`src/rtl/vdp_sprite_line_scanner_if.sv`:
```
// Bundle of the sprite line scanner's line-control, attribute RAM and
// hit-list read signals.
//
// Modports:
//   master - the scanner: drives the attribute RAM address, the hit-list
//            read data and the status flags; receives line control, sprite
//            attributes and the renderer's read index.
//   slave  - the environment (line timing, attribute RAM, renderer).
//
// Signals:
//   start_new_line        one-cycle pulse: swap banks and start a scan
//   render_y              target line, sampled with start_new_line
//   freeze                sampled with start_new_line; 1 = no swap, no scan
//   sprite_read_address   attribute RAM read address (registered)
//   sprite_y              sprite top Y, valid one cycle after the address
//   sprite_height_select  00=8, 01=16, 10=32, 11=64 lines
//   sprite_flip_y         vertical flip
//   sprite_width_select   passed through into the hit-list entry
//   hit_list_read_address renderer read index
//   hit_list_read_data    {T, w, offset[5:0], id} from the read bank
//   busy / finished       scan in progress / one-cycle end-of-scan pulse
//   overflow              more hits than list entries on the current scan
//   hit_count             committed count of the read bank
interface vdp_sprite_line_scanner_if #(
    parameter int SPRITES_TOTAL  = 32,
    parameter int HIT_LIST_DEPTH = 8,
    parameter int Y_BITS         = 9
);
    localparam int ID_BITS  = (SPRITES_TOTAL > 1) ? $clog2(SPRITES_TOTAL) : 1;
    localparam int IDX_BITS = $clog2(HIT_LIST_DEPTH + 1);

    logic                  start_new_line;
    logic [Y_BITS-1:0]     render_y;
    logic                  freeze;
    logic [ID_BITS-1:0]    sprite_read_address;
    logic [Y_BITS-1:0]     sprite_y;
    logic [1:0]            sprite_height_select;
    logic                  sprite_flip_y;
    logic                  sprite_width_select;
    logic [IDX_BITS-1:0]   hit_list_read_address;
    logic [ID_BITS+7:0]    hit_list_read_data;
    logic                  busy;
    logic                  finished;
    logic                  overflow;
    logic [IDX_BITS-1:0]   hit_count;

    modport master (
        input  start_new_line, render_y, freeze,
        input  sprite_y, sprite_height_select, sprite_flip_y, sprite_width_select,
        input  hit_list_read_address,
        output sprite_read_address, hit_list_read_data,
        output busy, finished, overflow, hit_count
    );

    modport slave (
        output start_new_line, render_y, freeze,
        output sprite_y, sprite_height_select, sprite_flip_y, sprite_width_select,
        output hit_list_read_address,
        input  sprite_read_address, hit_list_read_data,
        input  busy, finished, overflow, hit_count
    );
endinterface

```
`src/rtl/vdp_sprite_line_scanner.sv`:
```
// Sprite line scanner: per scanline, walks the sprite Y attribute table,
// tests every sprite against the target line and builds a double-buffered
// hit list that the renderer reads back on the following line.
//
// Ports:
//   clk    clock
//   reset  synchronous, active-high reset
//   bus    vdp_sprite_line_scanner_if.master (line control, attribute RAM
//          read port, hit-list read port, busy/finished/overflow/hit_count)
//   The interface instance must use the same parameter values as this module.
//
// Optional build macro VDP_SPRITE_SCAN_EARLY_EXIT_EN: when defined, the first
// hit found with the list already full ends the scan at once (in-flight data
// discarded, remaining sprites untested). When undefined, every scan covers
// all sprites with fixed timing.
module vdp_sprite_line_scanner #(
    parameter int SPRITES_TOTAL  = 32,
    parameter int HIT_LIST_DEPTH = 8,
    parameter int Y_BITS         = 9
) (
    input logic                       clk,
    input logic                       reset,
    vdp_sprite_line_scanner_if.master bus
);
    localparam int ID_BITS  = (SPRITES_TOTAL > 1) ? $clog2(SPRITES_TOTAL) : 1;
    localparam int IDX_BITS = $clog2(HIT_LIST_DEPTH + 1);
    localparam int AW       = (HIT_LIST_DEPTH > 1) ? $clog2(HIT_LIST_DEPTH) : 1;
    localparam int ENTRY_W  = 8 + ID_BITS;
    localparam int CW       = (Y_BITS > 7) ? Y_BITS : 7;

    localparam logic [ID_BITS-1:0]  LAST_ID    = ID_BITS'(SPRITES_TOTAL - 1);
    localparam logic [IDX_BITS-1:0] DEPTH      = IDX_BITS'(HIT_LIST_DEPTH);
    localparam logic [ENTRY_W-1:0]  TERMINATOR = {1'b1, {(ENTRY_W-1){1'b0}}};

    typedef enum logic [1:0] {IDLE = 2'd0, SCAN = 2'd1, DRAIN = 2'd2} state_t;

    function automatic logic [CW-1:0] line_height(input logic [1:0] sel);
        return CW'(8) << sel;
    endfunction

    // Wraps modulo 2^Y_BITS, so a sprite straddling the top of the Y range
    // still hits lines at the bottom of it.
    function automatic logic [CW-1:0] line_delta(input logic [Y_BITS-1:0] line_y,
                                                 input logic [Y_BITS-1:0] top_y);
        logic [Y_BITS-1:0] d;
        d = line_y - top_y;
        return CW'(d);
    endfunction

    function automatic logic [5:0] line_offset(input logic [CW-1:0] h,
                                               input logic [CW-1:0] d,
                                               input logic          flip);
        logic [CW-1:0] o;
        o = flip ? (h - CW'(1) - d) : d;
        return o[5:0];
    endfunction

    state_t                state, state_next;
    logic                  rb;
    logic                  wb;
    logic [IDX_BITS-1:0]   cnt [2];
    logic [ID_BITS-1:0]    addr_p0;
    logic [Y_BITS-1:0]     ry_p0;
    logic                  vld_p1;
    logic [ID_BITS-1:0]    id_p1;
    logic                  busy_q, finished_q, overflow_q;
    logic [ENTRY_W-2:0]    mem [2][HIT_LIST_DEPTH];

    logic                  do_start;
    logic [CW-1:0]         h, d;
    logic                  hit, full, wr_en, ovf_set, early;
    logic [ENTRY_W-2:0]    wr_data;
    logic [ENTRY_W-1:0]    rd_data;

    assign wb       = ~rb;
    assign do_start = bus.start_new_line && !bus.freeze;

    always_comb begin
        h       = line_height(bus.sprite_height_select);
        d       = line_delta(ry_p0, bus.sprite_y);
        hit     = vld_p1 && (d < h);
        full    = (cnt[wb] == DEPTH);
        wr_en   = hit && !full;
        ovf_set = hit && full;
        wr_data = {bus.sprite_width_select,
                   line_offset(h, d, bus.sprite_flip_y), id_p1};
`ifdef VDP_SPRITE_SCAN_EARLY_EXIT_EN
        early   = ovf_set && (state == SCAN);
`else
        early   = 1'b0;
`endif
    end

    always_ff @(posedge clk) begin
        if (reset) state <= IDLE;
        else       state <= state_next;
    end

    // A start while busy abandons the current scan and restarts from id 0.
    always_comb begin
        state_next = state;
        case (state)
            IDLE:  if (do_start) state_next = SCAN;
            SCAN: begin
                if (do_start)                state_next = SCAN;
                else if (early)              state_next = DRAIN;
                else if (addr_p0 == LAST_ID) state_next = DRAIN;
            end
            DRAIN: state_next = do_start ? SCAN : IDLE;
            default: state_next = IDLE;
        endcase
    end

    // Stage p0 -> p1: address issued, RAM data arrives on the next cycle
    always_ff @(posedge clk) begin
        if (reset) begin
            rb         <= 1'b0;
            cnt[0]     <= '0;
            cnt[1]     <= '0;
            addr_p0    <= '0;
            vld_p1     <= 1'b0;
            busy_q     <= 1'b0;
            finished_q <= 1'b0;
            overflow_q <= 1'b0;
        end else begin
            finished_q <= 1'b0;
            vld_p1     <= (state == SCAN) && !do_start && !early;
            // A hit evaluated on the abort edge still lands in the bank
            // being handed to the renderer.
            if (wr_en)   cnt[wb]    <= cnt[wb] + IDX_BITS'(1);
            if (ovf_set) overflow_q <= 1'b1;
            if (do_start) begin
                rb         <= wb;
                cnt[rb]    <= '0;
                overflow_q <= 1'b0;
                addr_p0    <= '0;
                busy_q     <= 1'b1;
            end else if (state == SCAN && !early && addr_p0 != LAST_ID) begin
                addr_p0 <= addr_p0 + ID_BITS'(1);
            end else if (state == DRAIN) begin
                busy_q     <= 1'b0;
                finished_q <= 1'b1;
            end
        end
    end

    // Stage p1 -> list: evaluate the returned attribute and commit the entry
    always_ff @(posedge clk) begin
        id_p1 <= addr_p0;
        if (do_start) ry_p0 <= bus.render_y;
        if (wr_en)    mem[wb][cnt[wb][AW-1:0]] <= wr_data;
    end

    // Terminator is implicit: anything at or past the committed count reads as T=1.
    always_comb begin
        rd_data = TERMINATOR;
        if (bus.hit_list_read_address < cnt[rb])
            rd_data = {1'b0, mem[rb][bus.hit_list_read_address[AW-1:0]]};
    end

    assign bus.sprite_read_address = addr_p0;
    assign bus.hit_list_read_data  = rd_data;
    assign bus.busy                = busy_q;
    assign bus.finished            = finished_q;
    assign bus.overflow            = overflow_q;
    assign bus.hit_count           = cnt[rb];
endmodule

```
`src/flat_wrapper.sv`:
```
// flat-port wrapper written by rule: the top's interface ports become plain ports
module vdp_sprite_line_scanner_flat 
#(
    parameter int SPRITES_TOTAL  = 32,
    parameter int HIT_LIST_DEPTH = 8,
    parameter int Y_BITS         = 9
)
  (clk, reset, bus_start_new_line, bus_render_y, bus_freeze, bus_sprite_y, bus_sprite_height_select, bus_sprite_flip_y, bus_sprite_width_select, bus_hit_list_read_address, bus_sprite_read_address, bus_hit_list_read_data, bus_busy, bus_finished, bus_overflow, bus_hit_count);
  vdp_sprite_line_scanner_if #(.SPRITES_TOTAL(SPRITES_TOTAL), .HIT_LIST_DEPTH(HIT_LIST_DEPTH), .Y_BITS(Y_BITS)) bus_i ();
  input logic clk;
  input logic reset;
  input wire logic [$bits(bus_i.start_new_line)-1:0] bus_start_new_line;
  input wire logic [$bits(bus_i.render_y)-1:0] bus_render_y;
  input wire logic [$bits(bus_i.freeze)-1:0] bus_freeze;
  input wire logic [$bits(bus_i.sprite_y)-1:0] bus_sprite_y;
  input wire logic [$bits(bus_i.sprite_height_select)-1:0] bus_sprite_height_select;
  input wire logic [$bits(bus_i.sprite_flip_y)-1:0] bus_sprite_flip_y;
  input wire logic [$bits(bus_i.sprite_width_select)-1:0] bus_sprite_width_select;
  input wire logic [$bits(bus_i.hit_list_read_address)-1:0] bus_hit_list_read_address;
  output wire logic [$bits(bus_i.sprite_read_address)-1:0] bus_sprite_read_address;
  output wire logic [$bits(bus_i.hit_list_read_data)-1:0] bus_hit_list_read_data;
  output wire logic [$bits(bus_i.busy)-1:0] bus_busy;
  output wire logic [$bits(bus_i.finished)-1:0] bus_finished;
  output wire logic [$bits(bus_i.overflow)-1:0] bus_overflow;
  output wire logic [$bits(bus_i.hit_count)-1:0] bus_hit_count;
  assign bus_i.start_new_line = bus_start_new_line;
  assign bus_i.render_y = bus_render_y;
  assign bus_i.freeze = bus_freeze;
  assign bus_i.sprite_y = bus_sprite_y;
  assign bus_i.sprite_height_select = bus_sprite_height_select;
  assign bus_i.sprite_flip_y = bus_sprite_flip_y;
  assign bus_i.sprite_width_select = bus_sprite_width_select;
  assign bus_i.hit_list_read_address = bus_hit_list_read_address;
  assign bus_sprite_read_address = bus_i.sprite_read_address;
  assign bus_hit_list_read_data = bus_i.hit_list_read_data;
  assign bus_busy = bus_i.busy;
  assign bus_finished = bus_i.finished;
  assign bus_overflow = bus_i.overflow;
  assign bus_hit_count = bus_i.hit_count;
  vdp_sprite_line_scanner #(.SPRITES_TOTAL(SPRITES_TOTAL), .HIT_LIST_DEPTH(HIT_LIST_DEPTH), .Y_BITS(Y_BITS)) u_core (.clk(clk), .reset(reset), .bus(bus_i));
endmodule
```
`config.mk`:
```
export PLATFORM = sky130hd
export DESIGN_NAME = vdp_sprite_line_scanner_flat
export DESIGN_NICKNAME = d
export VERILOG_FILES = /design/src/rtl/vdp_sprite_line_scanner_if.sv /design/src/rtl/vdp_sprite_line_scanner.sv /design/src/flat_wrapper.sv
export SDC_FILE = /design/constraint.sdc
export NUM_CORES = 1
export LEC_CHECK = 0
export CAP_MARGIN = 20
export CELL_PAD_IN_SITES_DETAIL_PLACEMENT = 0
export CELL_PAD_IN_SITES_GLOBAL_PLACEMENT = 1
export CORE_MARGIN = 1
export CORE_UTILIZATION = 52
export DETAILED_ROUTE_END_ITERATION = 7
export PLACE_DENSITY_LB_ADDON = 0.3
export SLEW_MARGIN = 40
export SYNTH_ARGS = -nofsm -noshare
export SYNTH_HDL_FRONTEND = slang
export SYNTH_SLANG_ARGS = --single-unit
```
`constraint.sdc`:
```
create_clock -name clk -period 10.6 [get_ports clk]
set_input_delay 2.12 -clock clk [delete_from_list [all_inputs] [get_ports clk]]
set_output_delay 2.12 -clock clk [all_outputs]
set_load 0.01 [all_outputs]
```
==> summary by stage, run 1 <==
Run status
The run finished with clean final reports.

Route
The length of the first detailed-routing pass in iterations is 5. In the final routed layout, each cell accounts on average for 21.9 µm. The detailed router finished its first iteration with 458 violations.

The wire length on met2 is 9100 µm. In the detailed route, the total length drawn on met3 is 1060 µm. Across all layers, the routed design uses 4869 vias.

After detailed routing, the total wire length is 18500 µm. The count of nets left with antenna violations once routing finished came out at 0. The highest layer touched by signal routing is met4. For this run, design rule violations remaining after detail routing come to 0. The total routed wire length on the met1 layer is 7880 µm. The number of vias per cell is 5.77.

Die
The die covers 0.0190 mm². The die is 138 µm wide. 55 I/O pins were placed.

The effective utilization at floorplan is 53.1%. The number of rows created at floorplan is 49. The die boundary height is 138 µm.

After floorplanning, the core was sized to cover 0.0180 mm².

Timing
In the post-route analysis, the smallest setup slack over all paths is 3.53 ns. The slew at the pin with the worst max-slew slack is 0.784 ns. The post-route fraction of the period consumed by the critical path is 66.7%. The hold violation total from the final report is 0. The number of max-slew violations in the final report is 0. Across the routed clock network, the largest skew measured is 0.0100 ns. The clock period minus worst slack is 7.07 ns. The worst pin sits at a relative slew slack of 47.6%. Setup violations remaining at the end of the flow were counted as 0. Setup repair after global routing left no endpoint under its margin. The fmax is 141 MHz. Adding up every negative setup slack in the final design gives 0 ns.

Setup path
The worst endpoint data arrival time is 4.95 ns. The reg-to-reg critical path startpoint is u_core.ry_p0[0]. The class of the most critical setup path is in -> out. The worst-path maximum fanout is 13. STA classifies the critical path endpoint as a primary output. The worst setup path is launched from an input port. In this run the worst setup path begins at bus_hit_list_read_address[2]. STA puts the critical path data required time at 8.48 ns.

CTS
The clock insertion delay at the later pin of the skew report is 0.50 ns. In this run, post-CTS repair resized a total of 0 instances. The maximum buffer depth of the clock tree is 3.

After clock tree synthesis, the flow added hold-fix buffers numbering 0. The number of buffers inserted during clock tree synthesis is 23. Buffers added to address setup during post-CTS repair amount to 0. The CTS clock-pin slew for the worst setup and hold paths is 0.06 ns. The clock root buffer is clkbuf_16. The TritonCTS clock tree is built. In this run the number of H-tree levels came out at 1. The TritonCTS sink count is 227.

Global route
The initial antenna violation count is 0. The first global-routing pass estimated 28400 µm of wire. For this run the aggregate overflow at the end of global routing stands at 0. The via count of the first global-routing pass came to 4985. The global-route usage over all layers is 20.8%. The pin count of the biggest net entering global routing is 50.

Yosys
The synthesized netlist devotes 3.03% of its cell area to adder and majority cells. After synthesis, the most frequently instantiated cells are 201 x edfxtp_1, 60 x mux4_2, 26 x dfxtp_1. After technology mapping, the gate count stands at 523. By area the synthesized netlist is led by edfxtp_1 63%, mux4_2 14%, dfxtp_1 5.4%.

After synthesis, the share of flip-flops with an asynchronous set or reset is 0%. Of the total synthesized cell area, the portion taken by XOR and XNOR cells is 1.46%. The post-synthesis area per instance is 18.3 µm². Measured against the total synthesized area, the mux share comes to 16.2%. The largest total area in the synthesized netlist belongs to edfxtp_1. Summing the areas of all compound-gate instances in the mapped netlist gives 2.06% of the synthesized area. The number of synthesis warnings is 0.

After synthesis, the largest family of logic cells by area is multiplexers. The cell area that synthesis handed to floorplanning was 0.00958 mm². The share of synthesized cell area in and, or, nand and nor gates is 6.66%. edfxtp_1 is the most common cell in the netlist. The portion of the post-synthesis area used by sequential elements is 68.5%.

The net count of the mapped netlist is 575. Summed over its instances, the top area cell type makes up 63.0% of the synthesized netlist area. After synthesis the netlist holds a flip-flop and latch count of 227.

The number of synthesized flops with an enable pin is 201. The number of library cell types mapped by synthesis is 52. The most used flip-flop cell after synthesis is edfxtp_1.

Power and ir drop
The relative contribution of the clock network to total power is 40.0%. The power per standard cell area is 174 mW/mm². The worst ir drop on vdd is 0.115 mV. For this design the total switching power over the nets is 411 µW. The internal power consumption is 1550 µW. Of the total power, combinational logic draws 8.7%. The leakage power summed over all cells is 0.00379 µW.

Net switching is 21.0% of the power. The relative contribution of sequential cells to total power is 51.4%. The total power after layout is 1960 µW.

Final layout
The number of nets in the layout is 652. The synthesis-to-layout area growth is 18.0%. 0 antenna diodes ended up in the layout. The post-route netlist has 25.0% of its cells at a drive strength greater than 1.

Min path
The classification of the worst-slack hold path is reg -> reg. The worst hold path begins at u_core.bus.sprite_read_address[4].

Placed design
Buffers placed on the I/O ports in this run total 54. The last weighted congestion value of the routability-driven placer is 0.771. At the placement stage, the worst setup path has a slack of 3.49 ns. The placed wire-length estimate is 11600 µm.

Run
The count of maximum capacitance violations is 0.
-- final cells by class --
cell class	count	area (µm²)
fill	1282	6720
sequential	227	6560
multi-input combinational	254	2920
timing repair buffer	73	711
clock buffer	32	677
tap	229	287
inverter	21	78.8
clock inverter	8	67.6
-- routing by layer --
layer	track usage (%)	vias to the layer above
li1	-	2231
met1	29.5	2467
met2	34.0	138
met3	2.17	33
met4	6.76	0
met5	0	-
-- power groups by stage --
stage,Clock (µW),Combinational [µW],Sequential (µW)
6_report,784,170,1010
5_1_grt,830,187,1010
4_1_cts,795,172,1010
3_5_place_dp,0,172,1030
3_3_place_gp,0,154,1030
2_1_floorplan,0,117,1020
-- critical path: stages --
cell and delay [ns]:
clkdlybuf4s50_1 0.98, ha_1 0.36, o21a_1 0.10, o21ai_0 0.13, nand2b_1 0.44, nor2b_1 0.25, clkdlybuf4s50_1 0.56
-- layout by cell type (no fill, tap or decap), types with 4 or more instances in the layout --
master / instances
mux2_4: 4
a21oi_1: 8
nor2b_1: 13
clkdlybuf4s50_1: 53
nor3b_1: 7
o21ai_0: 6
inv_1: 21
edfxtp_1: 201
xor2_1: 7
nand2b_1: 13
dfxtp_1: 25
clkbuf_16: 25
nor3_2: 5
or3b_2: 4
xnor2_1: 6
nand2_1: 13
nor2_1: 22
mux2i_1: 11
mux4_2: 60
buf_4: 16
ha_1: 20
-- metrics by stage --
step / util (%) / cell area [µm²] / hold WS [ns] / cells
after floorplan: - / 9580 / 0.408 / 523
after global placement: 58.1 / 10500 / 0.391 / 801
after detailed placement: 58.6 / 10600 / 0.400 / 804
after CTS: 62.7 / 11300 / 0.408 / 844
after global routing: 62.7 / 11300 / 0.416 / 844
final: 62.7 / 11300 / 0.408 / 844
-- logic make-up after synthesis --
logic type | Yosys count
adder cells (fa/ha/maj) | 22
XOR/XNOR | 16
AND/OR/NAND/NOR | 109
multiplexers | 78
AO/OA/AOI/OAI | 29
flip-flops | 227
buffers and inverters | 42
-- registers in the layout (all words and copies together), names as in the netlist, named ones only --
| register | flops |
|---|---|
| u_core.vld_p1 | 1 |
| u_core.rb | 1 |
| u_core.cnt | 8 |
| u_core.mem | 192 |
| u_core.bus.finished | 1 |
| u_core.ry_p0 | 9 |
| u_core.id_p1 | 5 |
| u_core.state | 2 |
| u_core.bus.sprite_read_address | 5 |
| u_core.bus.overflow | 1 |
| u_core.bus.busy | 1 |
-- final timing paths --
| check | end | slack, ns | depth (start not counted) |
|---|---|---|---|
| worst min-delay path | u_core.id_p1[4] | 0.41 | 0 |
| worst max register to register | u_core.mem[1][70] | 6.37 | 14 |
| worst max-delay path | bus_hit_list_read_data[0] | 3.53 | 7 |
| worst min register to register | u_core.id_p1[4] | 0.41 | 0 |
No activity file was read; power rests on OpenSTA's default activity.
==> run 2: changes to the inputs <==
- CORE_UTILIZATION: 52 -> 47
- clock period: 10.6 -> 6.4 ns (I/O delays scaled with it)
==> summary by stage, run 2 (synthesized netlist as in run 1, its figures left out) <==
Run status
The run finished with clean final reports.

CTS
The clock insertion delay at the later pin of the skew report is 0.53 ns. The TritonCTS clock tree is built. Clock tree synthesis selected as its root buffer the cell clkbuf_16. The H-tree depth is 1. The CTS clock-pin slew for the worst setup and hold paths is 0.06 ns. The number of hold buffers added after CTS is 0. The number of setup buffers added after CTS is 0. The number of buffers inserted during clock tree synthesis is 25. The TritonCTS sink count is 227. The maximum buffer depth of the clock tree is 3. In this run, post-CTS repair resized a total of 0 instances.

Die
The number of top-level pins is 55. The area of the core region is 0.0197 mm². The effective utilization at floorplan is 48.6%.

The die boundary height is 145 µm. The initialized floorplan defines 51 standard-cell rows. The die is 145 µm wide. The full die area is 0.0209 mm².

Timing
For the pin with the worst max-slew slack, the measured transition is 0.862 ns. After layout, the worst setup slack is 1.17 ns. The total of endpoints with negative setup slack in the final report is 0. In the finished design, the share of the clock period the worst path needs comes to 81.7%.

For the final routed database, the setup TNS stands at 0 ns. The hold violation total from the final report is 0. The fmax is 191 MHz. Clock skew on the completed layout was measured at 0.0163 ns. Setup repair after global routing left no endpoint under its margin. The number of max-slew violations in the final report came to 0.

The worst pin sits at a relative slew slack of 42.5%. The clock period could shrink to 5.23 ns.

Power and ir drop
The leakage power summed over all cells is 0.00383 µW. For this design the ratio of total power to cell area is 290 mW/mm². The worst ir drop on vdd is 0.193 mV.

Setup path
The worst-path maximum fanout is 13. The endpoint kind of the worst setup timing path is a primary output. In this run the critical register-to-register path is captured at u_core.mem[0][56]. The master of the slowest instance on the critical path is clkdlybuf4s50_1. The class of the most critical setup path is in -> out. The required time of the critical path is 5.12 ns. STA classifies the critical path startpoint as an input port. The delay of the slowest critical-path stage is 0.56 ns. The reg-to-reg critical path startpoint is u_core.ry_p0[0].

The worst reg-to-reg path cell count is 14. The critical path goes through clkdlybuf4s50_1 -> buf_4 -> ha_1 -> o21a_1 -> o21ai_0 -> nand2b_1 -> nor2b_1 -> clkdlybuf4s50_1. Data on the critical path arrives at its endpoint at 3.95 ns. Among the stages of the critical path, the cell type that occurs most often is clkdlybuf4s50_1. The internal reg-to-reg setup slack is 2.56 ns.

Placed design
The placed wire-length estimate is 11700 µm. The total instance count after detailed placement is 843. The instance area after placement is 0.0106 mm². Routability-driven placement finished with a final weighted congestion of 0.844. The post-place setup slack is 1.19 ns. The number of port buffers is 54.

Min path
The startpoint identified for the worst hold timing path is u_core.bus.sprite_read_address[1]. The worst hold path terminates at u_core.id_p1[1]. The cell depth of the worst hold path is 0.

The classification of the worst-slack hold path is reg -> reg.

Global route
The via count of the first global-routing pass is 5114. The aggregate global routing overflow is 0. The initial antenna violation count is 0. The first global-routing pass estimated 29200 µm of wire. In the global route stage, overall resource usage came out at 19.3%. Entering global routing, the biggest net connects 44 pins.

Final layout
The number of nets in the layout is 657. In the final layout, the share of cells above drive strength 1 is 25.3%. The count of placed standard cells in the final layout, fillers left out is 889. The register with the most flip-flops in the layout has 192 of them. The number of antenna diodes in the final layout is 0. The area of all placed cells without fillers is 0.0114 mm².

Leaving out fill and tap cells, the most frequent cells in the layout are 201 x edfxtp_1, 60 x mux4_2, 53 x clkdlybuf4s50_1. The synthesis-to-layout area growth is 18.6%. The commonest non-fill, non-tap cell in the layout is edfxtp_1.

Route
The detailed-route DRC error count is 0. The final layout contains routed wiring with a total length of 19100 µm. The number of routed nets with antenna violations is 0. The wire length per cell after detailed routing is 21.5 µm. The total number of vias is 4934. In the routed layout, each cell is associated on average with a via count of 5.55. The length of the first detailed-routing pass in iterations is 5. The starting DRC count in detailed routing is 312.

Run
The count of maximum capacitance violations is 0.
## run 2: stage by stage
stage | power [µW] | utilization (%) | hold WS (ns)
after detailed placement | 1980 | 53.6 | 0.402
after global placement | 1970 | 53.5 | 0.393
final | 3300 | 57.6 | 0.415
after global routing | 3410 | 57.6 | 0.424
after CTS | 3320 | 57.6 | 0.418
after floorplan | 1890 | - | 0.408
## run 2: layer usage
metal / GRT usage (%) / vias up / wire length, µm
li1: - / 2241 / -
met1: 26.4 / 2513 / 8160
met2: 32.0 / 141 / 9470
met3: 3.09 / 39 / 916
met4: 6.04 / 0 / 562
met5: 0 / - / 0
## run 2: critical path, delay by kind of cell
kind | cells | cell delay (ns)
AO/OA/AOI/OAI | 2 | 0.29
adder cells (fa/ha/maj) | 1 | 0.28
buffers and inverters | 3 | 1.30
AND/OR/NAND/NOR | 2 | 0.78
## run 2: final cells by class
class | instances | area, µm²
Multi-Input combinational cell | 254 | 2890
Sequential cell | 227 | 6560
Tap cell | 265 | 332
Fill cell | 1494 | 8360
Timing Repair Buffer | 76 | 717
Clock inverter | 14 | 115
Inverter | 21 | 78.8
Clock buffer | 32 | 666
## run 2: report_power, final
part           internal [µW]  switching, µW  total [µW]  leakage, µW
clock                    782            566        1350     0.000389
combinational            132            148         280      0.00140
sequential              1660           11.4        1670      0.00204
## run 2: how the worst max path moves through the flow
stage	start	to	cells past startpoint
floorplan	bus_sprite_y[0]	u_core.mem[1][36]	13
global placement	bus_hit_list_read_address[2]	bus_hit_list_read_data[0]	8
detailed placement	bus_hit_list_read_address[2]	bus_hit_list_read_data[5]	8
CTS	bus_hit_list_read_address[2]	bus_hit_list_read_data[5]	8
global route	bus_hit_list_read_address[2]	bus_hit_list_read_data[5]	8
finish	bus_hit_list_read_address[2]	bus_hit_list_read_data[5]	8
==> run 3: changes to the inputs <==
- CORE_UTILIZATION: 47 -> 52
- clock period: 6.4 -> 5.24 ns (I/O delays scaled with it)
==> summary by stage, run 3 (synthesized netlist as in run 1, its figures left out) <==
Timing
Summed over all failing endpoints, the final setup total negative slack is 0 ns. The hold violation total from the final report is 0. The total of endpoints with negative setup slack in the final report is 0. The clock period minus worst slack is 4.68 ns. The number of max-slew violations in the final report was 0.

The post-route fraction of the period consumed by the critical path is 89.2%. Headroom to the max-slew limit came out at 49.6%. The slew at the pin with the worst max-slew slack is 0.756 ns. The setup clock skew after layout is 0.0153 ns. Across all hold checks on the routed design, the worst slack comes to 0.406 ns.

Setup repair after global routing left no endpoint under its margin. Static timing analysis puts the maximum clock frequency at 214 MHz.

Power and ir drop
Power comes to 3990 µW. The fraction of power spent switching nets is 22.0%. The relative contribution of sequential cells to total power is 51.0%. The power per standard cell area is 353 mW/mm². Combinational logic burns 9.3% of the power.

In this run the static leakage power is 0.00382 µW. Across the VDD grid, the largest voltage drop is 0.257 mV. The switching power is 879 µW. Cell internal power was estimated by the tool at 3110 µW. Per report_power, the clock group accounts for 39.6% of the total.

Global route
The global-route usage over all layers is 22.0%. The first global-routing pass estimated 29600 µm of wire. The total overflow left after global routing is 0. The initial antenna violation count is 1. Entering global routing, the biggest net connects 50 pins. The via count of the first global-routing pass came to 4936.

Route
For this block, the via count after detailed routing is 4908. Once detail routing completed, the nets flagged for antenna violations numbered 0. The number of vias per cell is 5.75.

The detailed router finished its first iteration with 453 violations. After detailed routing, the average wire length per cell comes to 23.2 µm. The detailed-route DRC error count is 0.

The length of the first detailed-routing pass in iterations is 4. After detailed routing, the total wire length is 19800 µm.

Die
The area of the core region is 0.0180 mm². The die is 138 µm wide. The die covers 0.0190 mm². Row generation in the floorplan step produced 49 rows. For this design the top-level I/O count stands at 55. The effective utilization at floorplan is 53.1%. The die boundary height is 138 µm.

Final layout
From synthesis to final layout, the design area changed by 18.1%. The final layout contains 658 nets. For this run, the share of the core covered by cells in the final layout is 62.7%. The count of cells in the finished layout, fillers not included, comes to 853. The register with the most flip-flops in the layout has 192 of them. The repair_antennas step left the layout with diodes totalling 0. The library cells used most frequently in the layout, excluding fill and tap cells, are 201 x edfxtp_1, 60 x mux4_2, 53 x clkdlybuf4s50_1. Of the cells placed in the final design, the portion with a size suffix greater than 1 is 24.5%.

The library cell used most frequently in the layout, excluding fill and tap cells, is edfxtp_1.

CTS
Counting every sink on the clock net gives 227. The post-CTS resize count is 0. The number of setup buffers added after CTS is 0.

The number of buffers inserted during clock tree synthesis is 24. The clock root buffer is clkbuf_16. The TritonCTS clock tree is built. The CTS clock-pin slew for the worst setup and hold paths is 0.06 ns.

The number of hold buffers added after CTS was 0. The clock insertion delay at the later pin of the skew report is 0.51 ns. The H-tree depth is 1. The clock passes through at most 3 buffers.

Setup path
STA classifies the critical path startpoint as an input port. In this run the worst setup path begins at bus_hit_list_read_address[1]. The worst setup path is of the in -> out kind. The internal reg-to-reg setup slack is 1.45 ns. The required time of the critical path is 4.19 ns. The capture point of the worst reg-to-reg path is u_core.mem[1][20]. The reg-to-reg critical path startpoint is u_core.ry_p0[0].

In this run the worst setup path terminates at bus_hit_list_read_data[8]. The endpoint kind of the worst setup timing path is a primary output. The worst endpoint data arrival time is 3.63 ns. The worst reg-to-reg path cell count is 14. In this run the worst path has a maximum fanout of 13.

Min path
In this run the worst hold path is classified as reg -> reg.

Placed design
The total instance count after detailed placement is 809. The placed wire-length estimate is 13100 µm. The last weighted congestion value of the routability-driven placer is 0.786. The number of port buffers is 54.

Run status
The flow ran to the end, and the final reports show no timing, DRC or antenna violations.

Run
The count of maximum capacitance violations is 0.
[run 3: area by class of cell]
type / count / area [µm²]
Multi-Input combinational cell: 254 / 2910
Clock inverter: 12 / 97.6
Clock buffer: 32 / 651
Sequential cell: 227 / 6560
Tap cell: 229 / 287
Inverter: 21 / 78.8
Fill cell: 1277 / 6720
Timing Repair Buffer: 78 / 728
[run 3: power groups by stage]
stage	clock (µW)	combinational, µW	sequential (µW)
after floorplan	0	237	2070
after global placement	0	365	2080
after detailed placement	0	379	2080
after CTS	1610	381	2040
after global routing	1680	408	2040
final	1580	373	2040
[run 3: worst min-delay path by stage]
stage | startpoint | end | slack [ns] | cells past startpoint
after floorplan | u_core.bus.sprite_read_address[4] | u_core.id_p1[4] | 0.41 | 0
after global placement | u_core.bus.sprite_read_address[4] | u_core.id_p1[4] | 0.39 | 0
after detailed placement | u_core.bus.sprite_read_address[4] | u_core.id_p1[4] | 0.40 | 0
after CTS | u_core.bus.sprite_read_address[4] | u_core.id_p1[4] | 0.41 | 0
after global routing | u_core.bus.sprite_read_address[4] | u_core.id_p1[4] | 0.42 | 0
final | u_core.bus.sprite_read_address[4] | u_core.id_p1[4] | 0.41 | 0
[run 3: critical path, stage by stage]
cell             delay (ns)
clkdlybuf4s50_1        0.54
ha_1                   0.25
a21boi_0               0.12
o21a_1                 0.16
o21ai_0                0.14
nand2b_1               0.43
nor2b_1                0.32
clkdlybuf4s50_1        0.59
[run 3: per-stage QoR]
step	instance area, µm²	worst slack [ns]
floorplan	9580	0.245
global placement	10500	0.409
detailed placement	10600	0.287
CTS	11300	0.460
global route	11300	0.331
finish	11300	0.565
[run 3: layer usage]
layer	global-route usage, %	wire length [µm]
met5	0	12
met4	6.04	471
met2	36.8	9870
met3	3.57	1340
met1	30.1	8080
